## src/rtl/seg_pkg.sv

```systemverilog
// Shared constants for the seven-segment scan driver: active-high glyphs
// (bit 6 = segment a ... bit 0 = segment g), slot geometry and the
// prescaler divide helper.
package seg_pkg;

   localparam int SUBSLOTS   = 16;
   localparam int MAX_DIGITS = 8;

   typedef logic [6:0] seg_t;

   localparam seg_t SEG_0     = 7'h7E;
   localparam seg_t SEG_1     = 7'h30;
   localparam seg_t SEG_2     = 7'h6D;
   localparam seg_t SEG_3     = 7'h79;
   localparam seg_t SEG_4     = 7'h33;
   localparam seg_t SEG_5     = 7'h5B;
   localparam seg_t SEG_6     = 7'h5F;
   localparam seg_t SEG_7     = 7'h70;
   localparam seg_t SEG_8     = 7'h7F;
   localparam seg_t SEG_9     = 7'h7B;
   localparam seg_t SEG_A     = 7'h77;
   localparam seg_t SEG_B     = 7'h1F;  // lower-case b
   localparam seg_t SEG_C     = 7'h4E;
   localparam seg_t SEG_D     = 7'h3D;  // lower-case d
   localparam seg_t SEG_E     = 7'h4F;
   localparam seg_t SEG_F     = 7'h47;
   localparam seg_t SEG_BLANK = 7'h00;

   // Clocks per sub-slot tick; never below one so tiny clocks still scan.
   function automatic int calc_tick_div(input int clk_hz, input int refresh_hz,
                                        input int digits);
      int div;
      div = clk_hz / (digits * refresh_hz * SUBSLOTS);
      return (div < 1) ? 1 : div;
   endfunction

endpackage

```

## src/rtl/seg_hex_decode.sv

```systemverilog
// Hex nibble to active-high seven-segment glyph. The blank input forces
// every segment off; output polarity is handled by the caller.
module seg_hex_decode
   import seg_pkg::*;
(
   input  logic [3:0] nibble,
   input  logic       blank,
   output logic [6:0] seg
);

   // Glyph lookup with blank override.
   always_comb begin
      seg = SEG_BLANK;
      if (!blank) begin
         case (nibble)
            4'h0: seg = SEG_0;
            4'h1: seg = SEG_1;
            4'h2: seg = SEG_2;
            4'h3: seg = SEG_3;
            4'h4: seg = SEG_4;
            4'h5: seg = SEG_5;
            4'h6: seg = SEG_6;
            4'h7: seg = SEG_7;
            4'h8: seg = SEG_8;
            4'h9: seg = SEG_9;
            4'hA: seg = SEG_A;
            4'hB: seg = SEG_B;
            4'hC: seg = SEG_C;
            4'hD: seg = SEG_D;
            4'hE: seg = SEG_E;
            4'hF: seg = SEG_F;
            default: seg = SEG_BLANK;
         endcase
      end
   end

endmodule

```

## src/rtl/seg_scan_driver.sv

```systemverilog
// Multiplexed seven-segment scan driver for NUM_DIGITS common-anode digits.
// Each digit owns a slot of 16 sub-slot ticks; sub-slot 0 is always dark so
// the segment register can settle before the anode turns on, and sub-slots
// 1..brightness light the digit. Display data is double buffered: load
// writes the pending buffer, which moves to the shadow buffer at the end of
// every frame. Optional build macro: LEADING_ZERO_BLANK_EN blanks leading
// zero digits (digit 0 always shown) based on the shadow buffer.
module seg_scan_driver
   import seg_pkg::*;
#(
   parameter int CLK_FREQ_HZ = 10_000_000,
   parameter int REFRESH_HZ  = 75,
   parameter int NUM_DIGITS  = 8,
   parameter bit ACTIVE_LOW  = 1'b1
)(
   input  logic                    clk,
   input  logic                    rst_n,
   input  logic [4*NUM_DIGITS-1:0] disp_data,
   input  logic [NUM_DIGITS-1:0]   dp_in,
   input  logic [NUM_DIGITS-1:0]   digit_en,
   input  logic                    load,
   input  logic [3:0]              brightness,
   output logic [NUM_DIGITS-1:0]   anode_sel,
   output logic [6:0]              seg_out,
   output logic                    dp_out,
   output logic                    frame_done
);

   localparam int TICK_DIV = calc_tick_div(CLK_FREQ_HZ, REFRESH_HZ, NUM_DIGITS);
   localparam int PW       = (TICK_DIV > 1) ? $clog2(TICK_DIV) : 1;
   localparam int IW       = (NUM_DIGITS > 1) ? $clog2(NUM_DIGITS) : 1;

   localparam logic [PW-1:0] PRESC_LAST = PW'(TICK_DIV - 1);
   localparam logic [IW-1:0] IDX_LAST   = IW'(NUM_DIGITS - 1);
   localparam logic [3:0]    SUB_LAST   = 4'(SUBSLOTS - 1);

   localparam logic [NUM_DIGITS-1:0] ANODE_POL = {NUM_DIGITS{ACTIVE_LOW}};
   localparam logic [6:0]            SEG_POL   = {7{ACTIVE_LOW}};

   // ---------------------------------------------------------------------
   // Timing state
   // ---------------------------------------------------------------------
   logic [PW-1:0] presc_reg;
   logic [3:0]    sub_cnt_reg;
   logic [IW-1:0] idx_reg;

   logic tick;
   logic slot_end;
   logic frame_end;

   assign tick      = (presc_reg == PRESC_LAST);
   assign slot_end  = tick && (sub_cnt_reg == SUB_LAST);
   assign frame_end = slot_end && (idx_reg == IDX_LAST);

   // Prescaler, sub-slot counter and digit index advance together.
   always_ff @(posedge clk) begin
      if (!rst_n) begin
         presc_reg   <= '0;
         sub_cnt_reg <= '0;
         idx_reg     <= '0;
      end else begin
         if (tick) begin
            presc_reg   <= '0;
            sub_cnt_reg <= sub_cnt_reg + 4'd1;
         end else begin
            presc_reg <= presc_reg + PW'(1);
         end
         if (slot_end) begin
            idx_reg <= (idx_reg == IDX_LAST) ? '0 : idx_reg + IW'(1);
         end
      end
   end

   // ---------------------------------------------------------------------
   // Double buffering
   // ---------------------------------------------------------------------
   logic [4*NUM_DIGITS-1:0] pend_data_reg;
   logic [NUM_DIGITS-1:0]   pend_dp_reg;
   logic [4*NUM_DIGITS-1:0] shad_data_reg;
   logic [NUM_DIGITS-1:0]   shad_dp_reg;

   // Pending captures every load; shadow swaps in at the frame boundary, and
   // a load coinciding with the boundary goes straight to the shadow.
   always_ff @(posedge clk) begin
      if (!rst_n) begin
         pend_data_reg <= '0;
         pend_dp_reg   <= '0;
         shad_data_reg <= '0;
         shad_dp_reg   <= '0;
      end else begin
         if (load) begin
            pend_data_reg <= disp_data;
            pend_dp_reg   <= dp_in;
         end
         if (frame_end) begin
            shad_data_reg <= load ? disp_data : pend_data_reg;
            shad_dp_reg   <= load ? dp_in     : pend_dp_reg;
         end
      end
   end

   // ---------------------------------------------------------------------
   // Leading-zero blanking (derived from the shadow buffer only)
   // ---------------------------------------------------------------------
   logic [NUM_DIGITS-1:0] blank_vec;

`ifdef LEADING_ZERO_BLANK_EN
   logic [NUM_DIGITS-1:0] zero_vec;

   generate
      for (genvar gi = 0; gi < NUM_DIGITS; gi++) begin : g_zero
         assign zero_vec[gi] = (shad_data_reg[4*gi +: 4] == 4'h0);
      end
      // Digit gi is a leading zero when it and every higher digit are zero.
      assign blank_vec[0] = 1'b0;
      for (genvar gi = 1; gi < NUM_DIGITS; gi++) begin : g_blank
         assign blank_vec[gi] = &zero_vec[NUM_DIGITS-1:gi];
      end
   endgenerate
`else
   assign blank_vec = '0;
`endif

   // ---------------------------------------------------------------------
   // Current-digit selection and decode
   // ---------------------------------------------------------------------
   logic [3:0] cur_nib;
   logic       cur_dp;
   logic       cur_blank;
   logic [6:0] seg_next;

   // Pick the shadow nibble, dp and blank flag of the digit being scanned.
   always_comb begin
      cur_nib   = 4'h0;
      cur_dp    = 1'b0;
      cur_blank = 1'b0;
      for (int i = 0; i < NUM_DIGITS; i++) begin
         if (idx_reg == IW'(i)) begin
            cur_nib   = shad_data_reg[4*i +: 4];
            cur_dp    = shad_dp_reg[i];
            cur_blank = blank_vec[i];
         end
      end
   end

   seg_hex_decode u_dec (
      .nibble (cur_nib),
      .blank  (cur_blank),
      .seg    (seg_next)
   );

   // ---------------------------------------------------------------------
   // Anode selection: lit only inside the brightness window of its slot
   // ---------------------------------------------------------------------
   logic                  lit_window;
   logic [NUM_DIGITS-1:0] anode_next;

   assign lit_window = (sub_cnt_reg != 4'd0) && (sub_cnt_reg <= brightness);

   generate
      for (genvar gi = 0; gi < NUM_DIGITS; gi++) begin : g_anode
         assign anode_next[gi] = lit_window && digit_en[gi] && (idx_reg == IW'(gi));
      end
   endgenerate

   // ---------------------------------------------------------------------
   // Registered outputs with polarity applied
   // ---------------------------------------------------------------------
   logic [NUM_DIGITS-1:0] anode_reg;
   logic [6:0]            seg_reg;
   logic                  dp_reg;
   logic                  frame_done_reg;

   // Anodes follow the counters every cycle; segments and dp only refresh in
   // the dark sub-slot 0 so they are settled before any anode lights.
   always_ff @(posedge clk) begin
      if (!rst_n) begin
         anode_reg      <= ANODE_POL;
         seg_reg        <= SEG_POL;
         dp_reg         <= ACTIVE_LOW;
         frame_done_reg <= 1'b0;
      end else begin
         anode_reg      <= anode_next ^ ANODE_POL;
         frame_done_reg <= frame_end;
         if (sub_cnt_reg == 4'd0) begin
            seg_reg <= seg_next ^ SEG_POL;
            dp_reg  <= cur_dp ^ ACTIVE_LOW;
         end
      end
   end

   assign anode_sel  = anode_reg;
   assign seg_out    = seg_reg;
   assign dp_out     = dp_reg;
   assign frame_done = frame_done_reg;

endmodule

```

## config.mk

```make
export PLATFORM = sky130hd
export DESIGN_NAME = seg_scan_driver
export DESIGN_NICKNAME = d
export VERILOG_FILES = /design/src/rtl/seg_pkg.sv /design/src/rtl/seg_hex_decode.sv /design/src/rtl/seg_scan_driver.sv
export SDC_FILE = /design/constraint.sdc
export NUM_CORES = 1
export LEC_CHECK = 0
export ABC_AREA = 0
export BUFFER_PORTS_ARGS = -buffer_cell sky130_fd_sc_hd__buf_4
export CORE_MARGIN = 3
export CORE_UTILIZATION = 45
export DETAILED_ROUTE_END_ITERATION = 8
export GPL_TIMING_DRIVEN = 0
export PLACE_DENSITY = 0.68
export SLEW_MARGIN = 30
export SYNTH_ARGS = -nofsm -noshare
export SYNTH_HDL_FRONTEND = slang
export SYNTH_SLANG_ARGS = --single-unit
export TNS_END_PERCENT = 5
```

## constraint.sdc

```tcl
create_clock -name clk -period 2.95 [get_ports clk]
set_input_delay 0.295 -clock clk [delete_from_list [all_inputs] [get_ports clk]]
set_output_delay 0.295 -clock clk [all_outputs]
set_load 0.005 [all_outputs]
```

==> flow_metrics.env, run 1 <==
export IMPL_netlist_area_mm2=0.004987
export IMPL_grt_pass1_vias=4326
export IMPL_power_leakage_nw=2.676
export IMPL_min_to="pend_data_reg[23]$_SDFF_PN0_"
export IMPL_ys_seq_area_share_pct=46.16
export IMPL_r2r_start="idx_reg[0]$_SDFFE_PN0P_"
export IMPL_wire_per_inst_um=15.26
export IMPL_max_freq_mhz=355.6
export IMPL_seq_power_share_pct=40.1
export IMPL_initialDrtViolationCount=185
export IMPL_yosysWarnings=0
export IMPL_vias=4187
export IMPL_clk_path_buf_depth=2
export IMPL_hold_depth=3
export IMPL_ant_nets=0
export IMPL_p_total_mw=4.017
export IMPL_swShare_pct=19.75
export IMPL_fin_cells=789
export IMPL_setup_viol_count_final=0
export IMPL_layout_nets=717
export IMPL_place_hpwl_mm=8.614
export IMPL_core_area_mm2=0.01056
export IMPL_drt_wl_total_mm=12.04
export IMPL_syn_avg_cell_area_um2=9.185
export IMPL_path_cells="inv_1, ha_2, clkbuf_4, buf_4, nor2_1, o2bb2ai_1, a31oi_2, o31ai_4, ha_1, or3_4, a21oi_2, o211ai_1"
export IMPL_grt_usage_pct=20.33
export IMPL_relSlewSlack_pct=38.62
export IMPL_grt_util_met3_pct=4.640
export IMPL_peakVddDrop_mv=0.3382
export IMPL_met1_usage_pct=26.19
export IMPL_async_flop_share_pct=0
export IMPL_worstPathMaxFanout=10
export IMPL_synth_cell_types=58
export IMPL_die_w_um=111.3
export IMPL_diodes=0
export IMPL_cts_max_level=4
export IMPL_area_delta_synth_final_pct=30.43
export IMPL_hp_class="input port to flip-flop"
export IMPL_die_height_um=111.3
export IMPL_ys_flop_type="dfxtp_1"
export IMPL_grt_pass1_wl_mm=20.39
export IMPL_cts_tree="yes"
export IMPL_synth_edf_count=0
export IMPL_tightest_slew_ns=0.9207
export IMPL_powerDensity_mw_per_mm2=617.6
export IMPL_worstSkewPairLatency_ns=0.52
export IMPL_grt_busiest_layer="met2"
export IMPL_drive_gt1_share_pct=20.52
export IMPL_gr_usage_met2_pct=32.25
export IMPL_rows=37
export IMPL_ys_seq_elements=115
export IMPL_power_switching_mw=0.7933
export IMPL_synth_cells=543
export IMPL_hold_violations=0
export IMPL_hold_slack_ns=0.06095
export IMPL_endpoint_kind="flip-flop"
export IMPL_crit_path_max_incr_delay_ns=0.40
export IMPL_cts_sinks=115
export IMPL_required_ns=3.32
export IMPL_gp_congestion=0.9189
export IMPL_arrival_ns=3.18
export IMPL_cts_root_buf="clkbuf_8"
export IMPL_dieArea_mm2=0.01238
export IMPL_skew_ns=0.01013
export IMPL_outcome="completed"
export IMPL_cp_slowest_cell="or3_4"
export IMPL_cp_start_kind="flip-flop"
export IMPL_r2r_slack_ns=0.14
export IMPL_combinationalPowerShare_pct=5.1
export IMPL_vias_per_cell=5.307
export IMPL_max_cap_violations=0
export IMPL_drc=0
export IMPL_p_int_mw=3.224
export IMPL_synthesis_nets=619
export IMPL_maxSlewViolCount=0
export IMPL_ioPinCount=72
export IMPL_grt_max_degree=17
export IMPL_firstDrtPassIters=5
export IMPL_antenna_found_initial=0
export IMPL_crit_type="flip-flop to flip-flop"
export IMPL_p_clk_share_pct=54.8
export IMPL_min_period_ns=2.812
export IMPL_r2r_end="seg_out[3]$_SDFFE_PN1P_"
export IMPL_holdCritStartpoint="disp_data[23]"
export IMPL_io_buffers=70
export IMPL_initial_core_util_pct=47.25
export IMPL_fin_crit_sh_pct=95.34
export IMPL_final_setup_tns_ns=0
export IMPL_place_inst=749
export IMPL_r2r_cells=12
export IMPL_clkTransAtPathRegs_ns=0.05
export IMPL_cts_buffers=17
export IMPL_grt_ovfl_total=0
layout make-up:
| class | instances | area, um^2 |
|---|---|---|
| Fill cell | 892 | 4050 |
| Multi-Input combinational cell | 380 | 2559 |
| Sequential cell | 115 | 2303 |
| Timing Repair Buffer | 80 | 620.6 |
| Clock buffer | 22 | 462.9 |
| Clock inverter | 9 | 176.4 |
| Tap cell | 136 | 170.2 |
| Buffer | 28 | 141.4 |
| Inverter | 19 | 71.32 |
critical path: cells and delay by family, from the launching register on:
kind	cells	cell delay [ns]
AND/OR/NAND/NOR	2	0.46
buffers and inverters	3	0.56
AO/OA/AOI/OAI	5	0.76
flip-flops	1	0.32
adder cells (fa/ha/maj)	2	0.57
how the worst max path moves through the flow:
stage	slack [ns]	depth (start not counted)	start	endpoint
2_1_floorplan	0.09	12	idx_reg[0]$_SDFFE_PN0P_	seg_out[3]$_SDFFE_PN1P_
3_3_place_gp	-0.58	12	idx_reg[0]$_SDFFE_PN0P_	seg_out[3]$_SDFFE_PN1P_
3_5_place_dp	-0.58	12	idx_reg[0]$_SDFFE_PN0P_	seg_out[3]$_SDFFE_PN1P_
4_1_cts	0.02	12	idx_reg[0]$_SDFFE_PN0P_	seg_out[3]$_SDFFE_PN1P_
5_1_grt	-0.00003	10	idx_reg[2]$_SDFFE_PN0P_	seg_out[1]$_SDFFE_PN1P_
6_report	0.14	12	idx_reg[0]$_SDFFE_PN0P_	seg_out[3]$_SDFFE_PN1P_
per-layer routing:
layer  share of wire, %  vias up
li1                   -     2087
met2                 47      119
met5                  0        -
met1                 46     1955
met4                2.8        0
met3                5.0       26
cell families (layout without fill, tap and decap cells):
group           count (synthesis)  count (layout)  synth area share, %
buf+inv                        48             158                4.064
mux                            43              43                8.630
xor+xnor                        9               9                1.580
flops                         115             115                46.16
simple gates                  186             186                19.37
compound gates                121             121                14.93
fa+ha+maj                      21              21                5.268
power by group through the flow:
stage | clock network (mW) | registers, mW | logic (mW)
after floorplan | 0 | 1.64 | 0.105
after global placement | 0 | 1.64 | 0.194
after detailed placement | 0 | 1.64 | 0.198
after CTS | 2.23 | 1.61 | 0.208
after global routing | 2.31 | 1.61 | 0.229
final | 2.20 | 1.61 | 0.206
cell usage in the layout (no fill, tap or decap), drive strengths merged, types with 11 or more instances in the layout:
cell / n
nand2: 66
inv: 19
o21ai: 60
a21oi: 18
nor2: 16
nand3: 12
clkbuf: 37
nor2b: 47
nand4: 11
ha: 21
mux2i: 43
dfxtp: 115
buf: 85
timing repair:
action	CTS	global route
setup endpoints to repair	7	7
hold endpoints to repair	8	0
hold buffers	8	0
buffers inserted	2	0
gates resized for setup	7	22
pin swaps	1	3
metrics by stage:
step	util, %	setup slack [ns]	area [um^2]
floorplan	-	0.08994	4987
global placement	53.84	-0.5777	5683
detailed placement	53.84	-0.5792	5683
CTS	61.11	0.02226	6450
global route	61.63	-0.00003175	6505
finish	61.63	0.1376	6505
cell usage after synthesis (2+ instances only):
library cell | n | area [um^2]
dfxtp_1 | 115 | 2302
nand2_1 | 66 | 247.7
o21ai_0 | 53 | 265.3
nor2b_1 | 47 | 294.0
mux2i_1 | 43 | 430.4
ha_1 | 21 | 262.8
a21oi_1 | 18 | 90.09
inv_1 | 18 | 67.56
clkbuf_1 | 16 | 60.06
nor2_1 | 16 | 60.06
nand3_1 | 12 | 60.06
nand4_1 | 11 | 68.82
nand3b_1 | 7 | 52.55
or3_1 | 7 | 43.79
a31oi_1 | 6 | 37.54
buf_2 | 6 | 30.03
o21ai_1 | 6 | 30.03
a21boi_0 | 5 | 37.54
and2_1 | 5 | 31.28
xor2_1 | 5 | 43.79
and3_1 | 4 | 25.02
buf_1 | 4 | 15.01
xnor2_1 | 4 | 35.03
a211o_1 | 3 | 26.28
nand2b_1 | 3 | 18.77
o211ai_1 | 3 | 22.52
o21a_1 | 3 | 22.52
o31ai_1 | 3 | 22.52
buf_4 | 2 | 15.01
o2111ai_1 | 2 | 17.52
o211a_1 | 2 | 20.02
No activity file was read; power rests on OpenSTA's default activity.
==> run 2, diff against run 1 <==
--- a/config.mk
+++ b/config.mk
@@ -6,13 +6,11 @@
 export NUM_CORES = 1
 export LEC_CHECK = 0
 export ABC_AREA = 0
-export BUFFER_PORTS_ARGS = -buffer_cell sky130_fd_sc_hd__buf_4
 export CORE_MARGIN = 3
 export CORE_UTILIZATION = 45
 export DETAILED_ROUTE_END_ITERATION = 8
+export DONT_BUFFER_PORTS = 1
 export GPL_TIMING_DRIVEN = 0
-export PLACE_DENSITY = 0.68
-export SLEW_MARGIN = 30
 export SYNTH_ARGS = -nofsm -noshare
 export SYNTH_HDL_FRONTEND = slang
 export SYNTH_SLANG_ARGS = --single-unit
==> run 2 against run 1 <==
  * Hold slack worse by 0.047 ns
  * Flip-flop and latch count did not move
  * Via count decreased by 3.0%
  * Critical endpoint unchanged
  * Largest power group unchanged
  * Worst setup slack worse by 0.030 ns
  * First-iteration DRC count increased by 26%
==> flow_metrics.env, run 2 (synthesis gave the netlist of run 1 again) <==
export IMPL_clkTransAtPathRegs_ns=0.06
export IMPL_cp_start_kind="flip-flop"
export IMPL_r2r_end="seg_out[3]$_SDFFE_PN1P_"
export IMPL_grt_max_degree=17
export IMPL_firstDrtPassIters=4
export IMPL_wire_per_inst_um=15.83
export IMPL_r2r_start="idx_reg[0]$_SDFFE_PN0P_"
export IMPL_cts_root_buf="clkbuf_8"
export IMPL_drt_wl_total_mm=11.92
export IMPL_ioPinCount=72
export IMPL_max_freq_mhz=351.9
export IMPL_worstSkewPairLatency_ns=0.51
export IMPL_tightest_slew_ns=0.8928
export IMPL_min_period_ns=2.842
export IMPL_powerDensity_mw_per_mm2=595.5
export IMPL_outcome="completed"
export IMPL_crit_type="flip-flop to flip-flop"
export IMPL_worstPathMaxFanout=10
export IMPL_rows=37
export IMPL_relSlewSlack_pct=40.48
export IMPL_place_hpwl_mm=8.452
export IMPL_min_to="pend_data_reg[10]$_SDFF_PN0_"
export IMPL_endpoint_kind="flip-flop"
export IMPL_skew_ns=0.006641
export IMPL_r2r_slack_ns=0.11
export IMPL_drive_gt1_share_pct=11.35
export IMPL_fin_crit_sh_pct=96.34
export IMPL_hp_class="input port to flip-flop"
export IMPL_diodes=0
export IMPL_cts_sinks=115
export IMPL_arrival_ns=3.20
export IMPL_required_ns=3.31
export IMPL_hold_slack_ns=0.01366
export IMPL_cts_buffers=17
export IMPL_initial_core_util_pct=47.25
export IMPL_grt_pass1_vias=4023
export IMPL_gp_congestion=0.9017
export IMPL_layout_nets=680
export IMPL_io_buffers=0
export IMPL_hold_violations=0
export IMPL_fillers=938
export IMPL_r2r_cells=14
export IMPL_ant_nets=0
export IMPL_cts_max_level=4
export IMPL_clk_path_buf_depth=2
export IMPL_area_delta_synth_final_pct=25.16
export IMPL_rsz0062_at_grt="true"
export IMPL_die_height_um=111.3
export IMPL_vias=4061
export IMPL_power_leakage_nw=2.438
export IMPL_final_cell_mix="dfxtp_1, nand2_1, o21ai_0"
export IMPL_grt_usage_pct=19.65
export IMPL_peakVddDrop_mv=0.6121
export IMPL_cts_tree="yes"
export IMPL_hold_depth=2
export IMPL_max_cap_violations=0
export IMPL_drc=0
export IMPL_holdCritStartpoint="disp_data[10]"
export IMPL_initialDrtViolationCount=234
export IMPL_maxSlewViolCount=0
export IMPL_core_area_mm2=0.01056
export IMPL_final_common_cell="dfxtp_1"
export IMPL_setup_viol_count_final=0
export IMPL_grt_ovfl_total=0
export IMPL_die_w_um=111.3
export IMPL_final_setup_tns_ns=0
export IMPL_vias_per_cell=5.393
export IMPL_antenna_found_initial=0
export IMPL_grt_pass1_wl_mm=19.67
export IMPL_dieArea_mm2=0.01238
run 2: changes by cell type in the layout (fill, tap and decap cells not counted), moves of 3 or more:
| cell | delta |
|---|---|
| bufinv_16 | -3 |
| clkinvlp_4 | +5 |
| dlygate4sd3_1 | +32 |
| clkinv_2 | +3 |
| buf_4 | -70 |
run 2: area by class of cell:
| cell class | instances | area [um^2] | share of cell area (%) |
|---|---|---|---|
| tap | 136 | 170.2 | 2.726 |
| clock inverter | 14 | 138.9 | 2.225 |
| clock buffer | 18 | 427.9 | 6.855 |
| multi-input combinational | 380 | 2557 | 40.97 |
| sequential | 115 | 2305 | 36.92 |
| timing repair buffer | 43 | 422.9 | 6.775 |
| buffer | 28 | 148.9 | 2.385 |
| inverter | 19 | 71.32 | 1.143 |
run 2: worst max-delay path: stages, from the launching register on:
cell and delay (ns):
dfxtp_1 0.33, inv_1 0.12, ha_2 0.26, buf_6 0.17, buf_6 0.16, nor2_1 0.05
o2bb2ai_1 0.12, a31oi_2 0.27, o31ai_4 0.17, buf_4 0.17, ha_1 0.24, mux2i_2 0.18
o22ai_1 0.11, o31ai_1 0.23, o211ai_1 0.11
run 2: layer usage:
layer / GRT usage (%) / up-vias / routed length, um
li1: - / 2016 / -
met1: 25.17 / 1901 / 5490
met2: 32.09 / 127 / 5627
met3: 5.295 / 17 / 616
met4: 6.569 / 0 / 182
met5: 0 / - / 0
run 2: power by group:
part	switching (mW)	internal (mW)	leakage [nW]	total [mW]
sequential	0.0156	1.59	0.939	1.61
combinational	0.0866	0.0923	1.23	0.179
clock	0.715	1.21	0.264	1.93
run 2: repair_timing:
action / 4_1_cts / 5_1_grt
pin swaps: 2 / 3
buffers inserted: 3 / 0
hold buffers: 40 / 0
endpoints found under the hold margin: 43 / 0
setup endpoints to repair: 7 / 5
resized for setup: 12 / 20
run 2: worst max-delay path by stage:
stage                     cells after the start  slack, ns                    start                      end
after floorplan                              12       0.09  idx_reg[0]$_SDFFE_PN0P_  seg_out[3]$_SDFFE_PN1P_
after global placement                       12      -0.68  idx_reg[0]$_SDFFE_PN0P_  seg_out[3]$_SDFFE_PN1P_
after detailed placement                     12      -0.69  idx_reg[0]$_SDFFE_PN0P_  seg_out[3]$_SDFFE_PN1P_
after CTS                                    14     0.0009  idx_reg[0]$_SDFFE_PN0P_  seg_out[3]$_SDFFE_PN1P_
after global routing                         13      -0.03  idx_reg[1]$_SDFFE_PN0P_  seg_out[3]$_SDFFE_PN1P_
final                                        14       0.11  idx_reg[0]$_SDFFE_PN0P_  seg_out[3]$_SDFFE_PN1P_
run 2: metrics by stage:
step	power, mW	utilization [%]	instances	worst slack [ns]	cell area (um^2)
2_1_floorplan	1.743	-	543	0.08994	4987
3_3_place_gp	1.774	48.86	679	-0.6777	5157
3_5_place_dp	1.778	48.86	679	-0.6899	5157
4_1_cts	3.755	58.59	753	0.0008504	6185
5_1_grt	3.854	59.14	753	-0.03371	6242
6_report	3.717	59.14	753	0.1081	6242
==> run 3, diff against run 2 <==
--- a/config.mk
+++ b/config.mk
@@ -11,7 +11,9 @@
 export DETAILED_ROUTE_END_ITERATION = 8
 export DONT_BUFFER_PORTS = 1
 export GPL_TIMING_DRIVEN = 0
+export RECOVER_POWER = 100
 export SYNTH_ARGS = -nofsm -noshare
 export SYNTH_HDL_FRONTEND = slang
+export SYNTH_HIERARCHICAL = 1
 export SYNTH_SLANG_ARGS = --single-unit
 export TNS_END_PERCENT = 5
==> run 3 against run 2 <==
  * First-iteration DRC count grew 21%
  * Final cell count rose by 2.9%
  * Critical path depth down 2
  * Worst setup slack better by 0.031 ns
  * Count of clock-buffer cells in the layout is 3 higher
  * Power shrank 3.3%
  * Global-route usage grew 0.16 points
  * Sequential power barely moved
  * Clock power decreased by 4%
  * Hold slack improved by 0.00079 ns
  * Area after synthesis up 4.9%
  * Largest cell class unchanged
==> flow_metrics.env, run 3 <==
export IMPL_cts_tree="yes"
export IMPL_combinationalPowerShare_pct=3.9
export IMPL_maxSlewViolCount=0
export IMPL_syn_avg_cell_area_um2=8.882
export IMPL_grt_usage_pct=19.81
export IMPL_hold_slack_ns=0.01445
export IMPL_power_switching_mw=0.7737
export IMPL_cp_common_cell="ha_1"
export IMPL_drc=0
export IMPL_worstSkewPairLatency_ns=0.41
export IMPL_r2r_end="seg_out[3]$_SDFFE_PN1P_"
export IMPL_core_area_mm2=0.01108
export IMPL_cts_sinks=115
export IMPL_required_ns=3.21
export IMPL_dieArea_mm2=0.01296
export IMPL_initialDrtViolationCount=282
export IMPL_netlist_area_mm2=0.005231
export IMPL_die_height_um=113.8
export IMPL_area_delta_synth_final_pct=17.32
export IMPL_place_inst=735
export IMPL_clk_path_buf_depth=2
export IMPL_cp_slowest_cell="mux4_2"
export IMPL_synth_cell_types=52
export IMPL_io_buffers=0
export IMPL_clkTransAtPathRegs_ns=0.05
export IMPL_crit_path_max_incr_delay_ns=0.46
export IMPL_wire_per_inst_um=15.43
export IMPL_final_setup_tns_ns=0
export IMPL_min_to="anode_sel[1]$_SDFF_PN1_"
export IMPL_cts_max_level=4
export IMPL_hold_violations=0
export IMPL_ys_flop_type="dfxtp_1"
export IMPL_holdCritStartpoint="digit_en[1]"
export IMPL_p_clk_share_pct=51.3
export IMPL_ys_seq_area_share_pct=44.01
export IMPL_fin_crit_sh_pct=95.28
export IMPL_swShare_pct=21.53
export IMPL_r2r_start="idx_reg[1]$_SDFFE_PN0N_"
export IMPL_grt_max_degree=17
export IMPL_vias_per_cell=5.279
export IMPL_grt_pass1_vias=4285
export IMPL_crit_type="flip-flop to flip-flop"
export IMPL_relSlewSlack_pct=33.46
export IMPL_synthTopCellsByArea="dfxtp_1, mux2i_1, nor2b_1, nand2b_1, nand2_1"
export IMPL_drt_wl_total_mm=11.96
export IMPL_synth_largest_area_cell="dfxtp_1"
export IMPL_drive_gt1_share_pct=10.39
export IMPL_grt_pass1_wl_mm=20.34
export IMPL_die_w_um=113.8
export IMPL_p_int_mw=2.821
export IMPL_ioPinCount=72
export IMPL_worstPathMaxFanout=10
export IMPL_rows=38
export IMPL_grt_ovfl_total=0
export IMPL_skew_ns=0.008515
export IMPL_synth_edf_count=0
export IMPL_diodes=0
export IMPL_antenna_found_initial=0
export IMPL_cts_buffers=17
export IMPL_outcome="completed"
export IMPL_firstDrtPassIters=4
export IMPL_rsz0062_at_grt="true"
export IMPL_path_cells="inv_1, ha_1, clkbuf_4, nand2_1, o21ai_0, a221oi_1, a21oi_2, buf_4, ha_1, mux4_2, nor2_1, o211ai_1"
export IMPL_endpoint_kind="flip-flop"
export IMPL_utilization_pct=55.40
export IMPL_final_common_cell="dfxtp_1"
export IMPL_ant_nets=0
export IMPL_synth_cells=589
export IMPL_min_period_ns=2.811
export IMPL_fin_cells=775
export IMPL_gp_congestion=0.8317
export IMPL_max_cap_violations=0
export IMPL_yosysMostFrequentCell="dfxtp_1"
export IMPL_cp_start_kind="flip-flop"
export IMPL_r2r_slack_ns=0.14
export IMPL_initial_core_util_pct=47.22
export IMPL_async_flop_share_pct=0
export IMPL_yosysWarnings=6
export IMPL_tightest_slew_ns=0.9890
export IMPL_setup_viol_count_final=0
export IMPL_max_freq_mhz=355.8
export IMPL_powerDensity_mw_per_mm2=585.7
export IMPL_place_hpwl_mm=8.798
export IMPL_seq_power_share_pct=44.8
export IMPL_hold_depth=1
export IMPL_final_cell_mix="dfxtp_1, nand2_1, nand3_1"
export IMPL_vias=4091
export IMPL_ys_seq_elements=115
export IMPL_peakVddDrop_mv=0.5150
export IMPL_r2r_cells=12
export IMPL_arrival_ns=3.07
export IMPL_synth_common_cells="dfxtp_1, nand2_1, nand3_1"
export IMPL_cts_root_buf="clkbuf_16"
export IMPL_power_leakage_nw=2.556
export IMPL_hp_class="input port to flip-flop"
export IMPL_layout_nets=697
export IMPL_synth_top_area_share_pct=44.01
## run 3: changes by cell type in the layout (fill, tap and decap cells not counted), sizes merged, moves of 8 or more
cell         previous run  this run
nor2                   16        27
a21oi                  18         7
nand2b                  3        45
o21ai                  60        16
dlygate4sd3            40         6
clkbuf                 32        49
nand3                  12        52
a221oi                  1         9
## run 3: worst max path at each step
stage,startpoint,end,slack (ns),cells past startpoint
2_1_floorplan,idx_reg[2]$_SDFFE_PN0N_,seg_out[3]$_SDFFE_PN1P_,0.003,13
3_3_place_gp,idx_reg[2]$_SDFFE_PN0N_,seg_out[3]$_SDFFE_PN1P_,-0.66,14
3_5_place_dp,idx_reg[2]$_SDFFE_PN0N_,seg_out[3]$_SDFFE_PN1P_,-0.65,14
4_1_cts,idx_reg[1]$_SDFFE_PN0N_,seg_out[3]$_SDFFE_PN1P_,0.03,13
5_1_grt,idx_reg[1]$_SDFFE_PN0N_,seg_out[0]$_SDFFE_PN1P_,-0.01,12
6_report,idx_reg[1]$_SDFFE_PN0N_,seg_out[3]$_SDFFE_PN1P_,0.14,12
## run 3: per-layer routing
metal | GRT usage [%] | wire [um] | vias to the layer above
li1 | - | - | 2083
met1 | 25.28 | 5537 | 1892
met2 | 31.84 | 5530 | 105
met3 | 5.942 | 774 | 11
met4 | 7.126 | 116 | 0
met5 | 0 | 0 | -
## run 3: layout make-up
class                           instances  area (um^2)
Inverter                               18        72.57
Tap cell                              140        175.2
Multi-Input combinational cell        423         2765
Sequential cell                       115         2307
Clock buffer                           21        450.4
Clock inverter                         11        87.58
Timing Repair Buffer                    9        82.58
Buffer                                 38        196.4
Fill cell                            1024         4941
## run 3: power by group through the flow
stage	Sequential, mW	Clock, mW	Combinational [mW]
global route	1.61	1.96	0.159
global placement	1.64	0	0.128
detailed placement	1.64	0	0.133
finish	1.61	1.85	0.138
floorplan	1.64	0	0.106
CTS	1.61	1.88	0.140
## run 3: critical path: cells and delay by family, from the launching register on
family / cells / cell delay, ns
AOI/OAI and AO/OA: 4 / 0.66
muxes: 1 / 0.46
and+or+nand+nor: 2 / 0.19
DFF: 1 / 0.38
adders and majority gates: 2 / 0.50
buffers and inverters: 3 / 0.45
## run 3: timing repair
item | 4_1_cts | 5_1_grt
gates resized for setup | 16 | 27
setup endpoints to repair | 7 | 7
endpoints found under the hold margin | 6 | 0
cloned | 0 | 0
setup buffers | 2 | 1
pin swaps | 2 | 7
hold buffers | 6 | 0
## run 3: kinds of logic after synthesis
group                    count (synthesis)  share of synthesized area, %
adder cells (fa/ha/maj)                 20                         4.784
XOR/XNOR                                11                         1.842
AND/OR/NAND/NOR                        283                         28.42
AO/OA/AOI/OAI                           58                         7.630
other                                    1                       0.07168
buffers and inverters                   57                         4.592
multiplexers                            44                         8.658
flip-flops                             115                         44.01
## run 3: per-stage QoR
step | setup WS, ns | total power [mW] | cell area (um^2)
floorplan | 0.003060 | 1.745 | 5264
detailed placement | -0.6503 | 1.776 | 5439
global route | -0.01470 | 3.731 | 6137
CTS | 0.03196 | 3.636 | 6085
finish | 0.1392 | 3.595 | 6137
global placement | -0.6609 | 1.770 | 5439
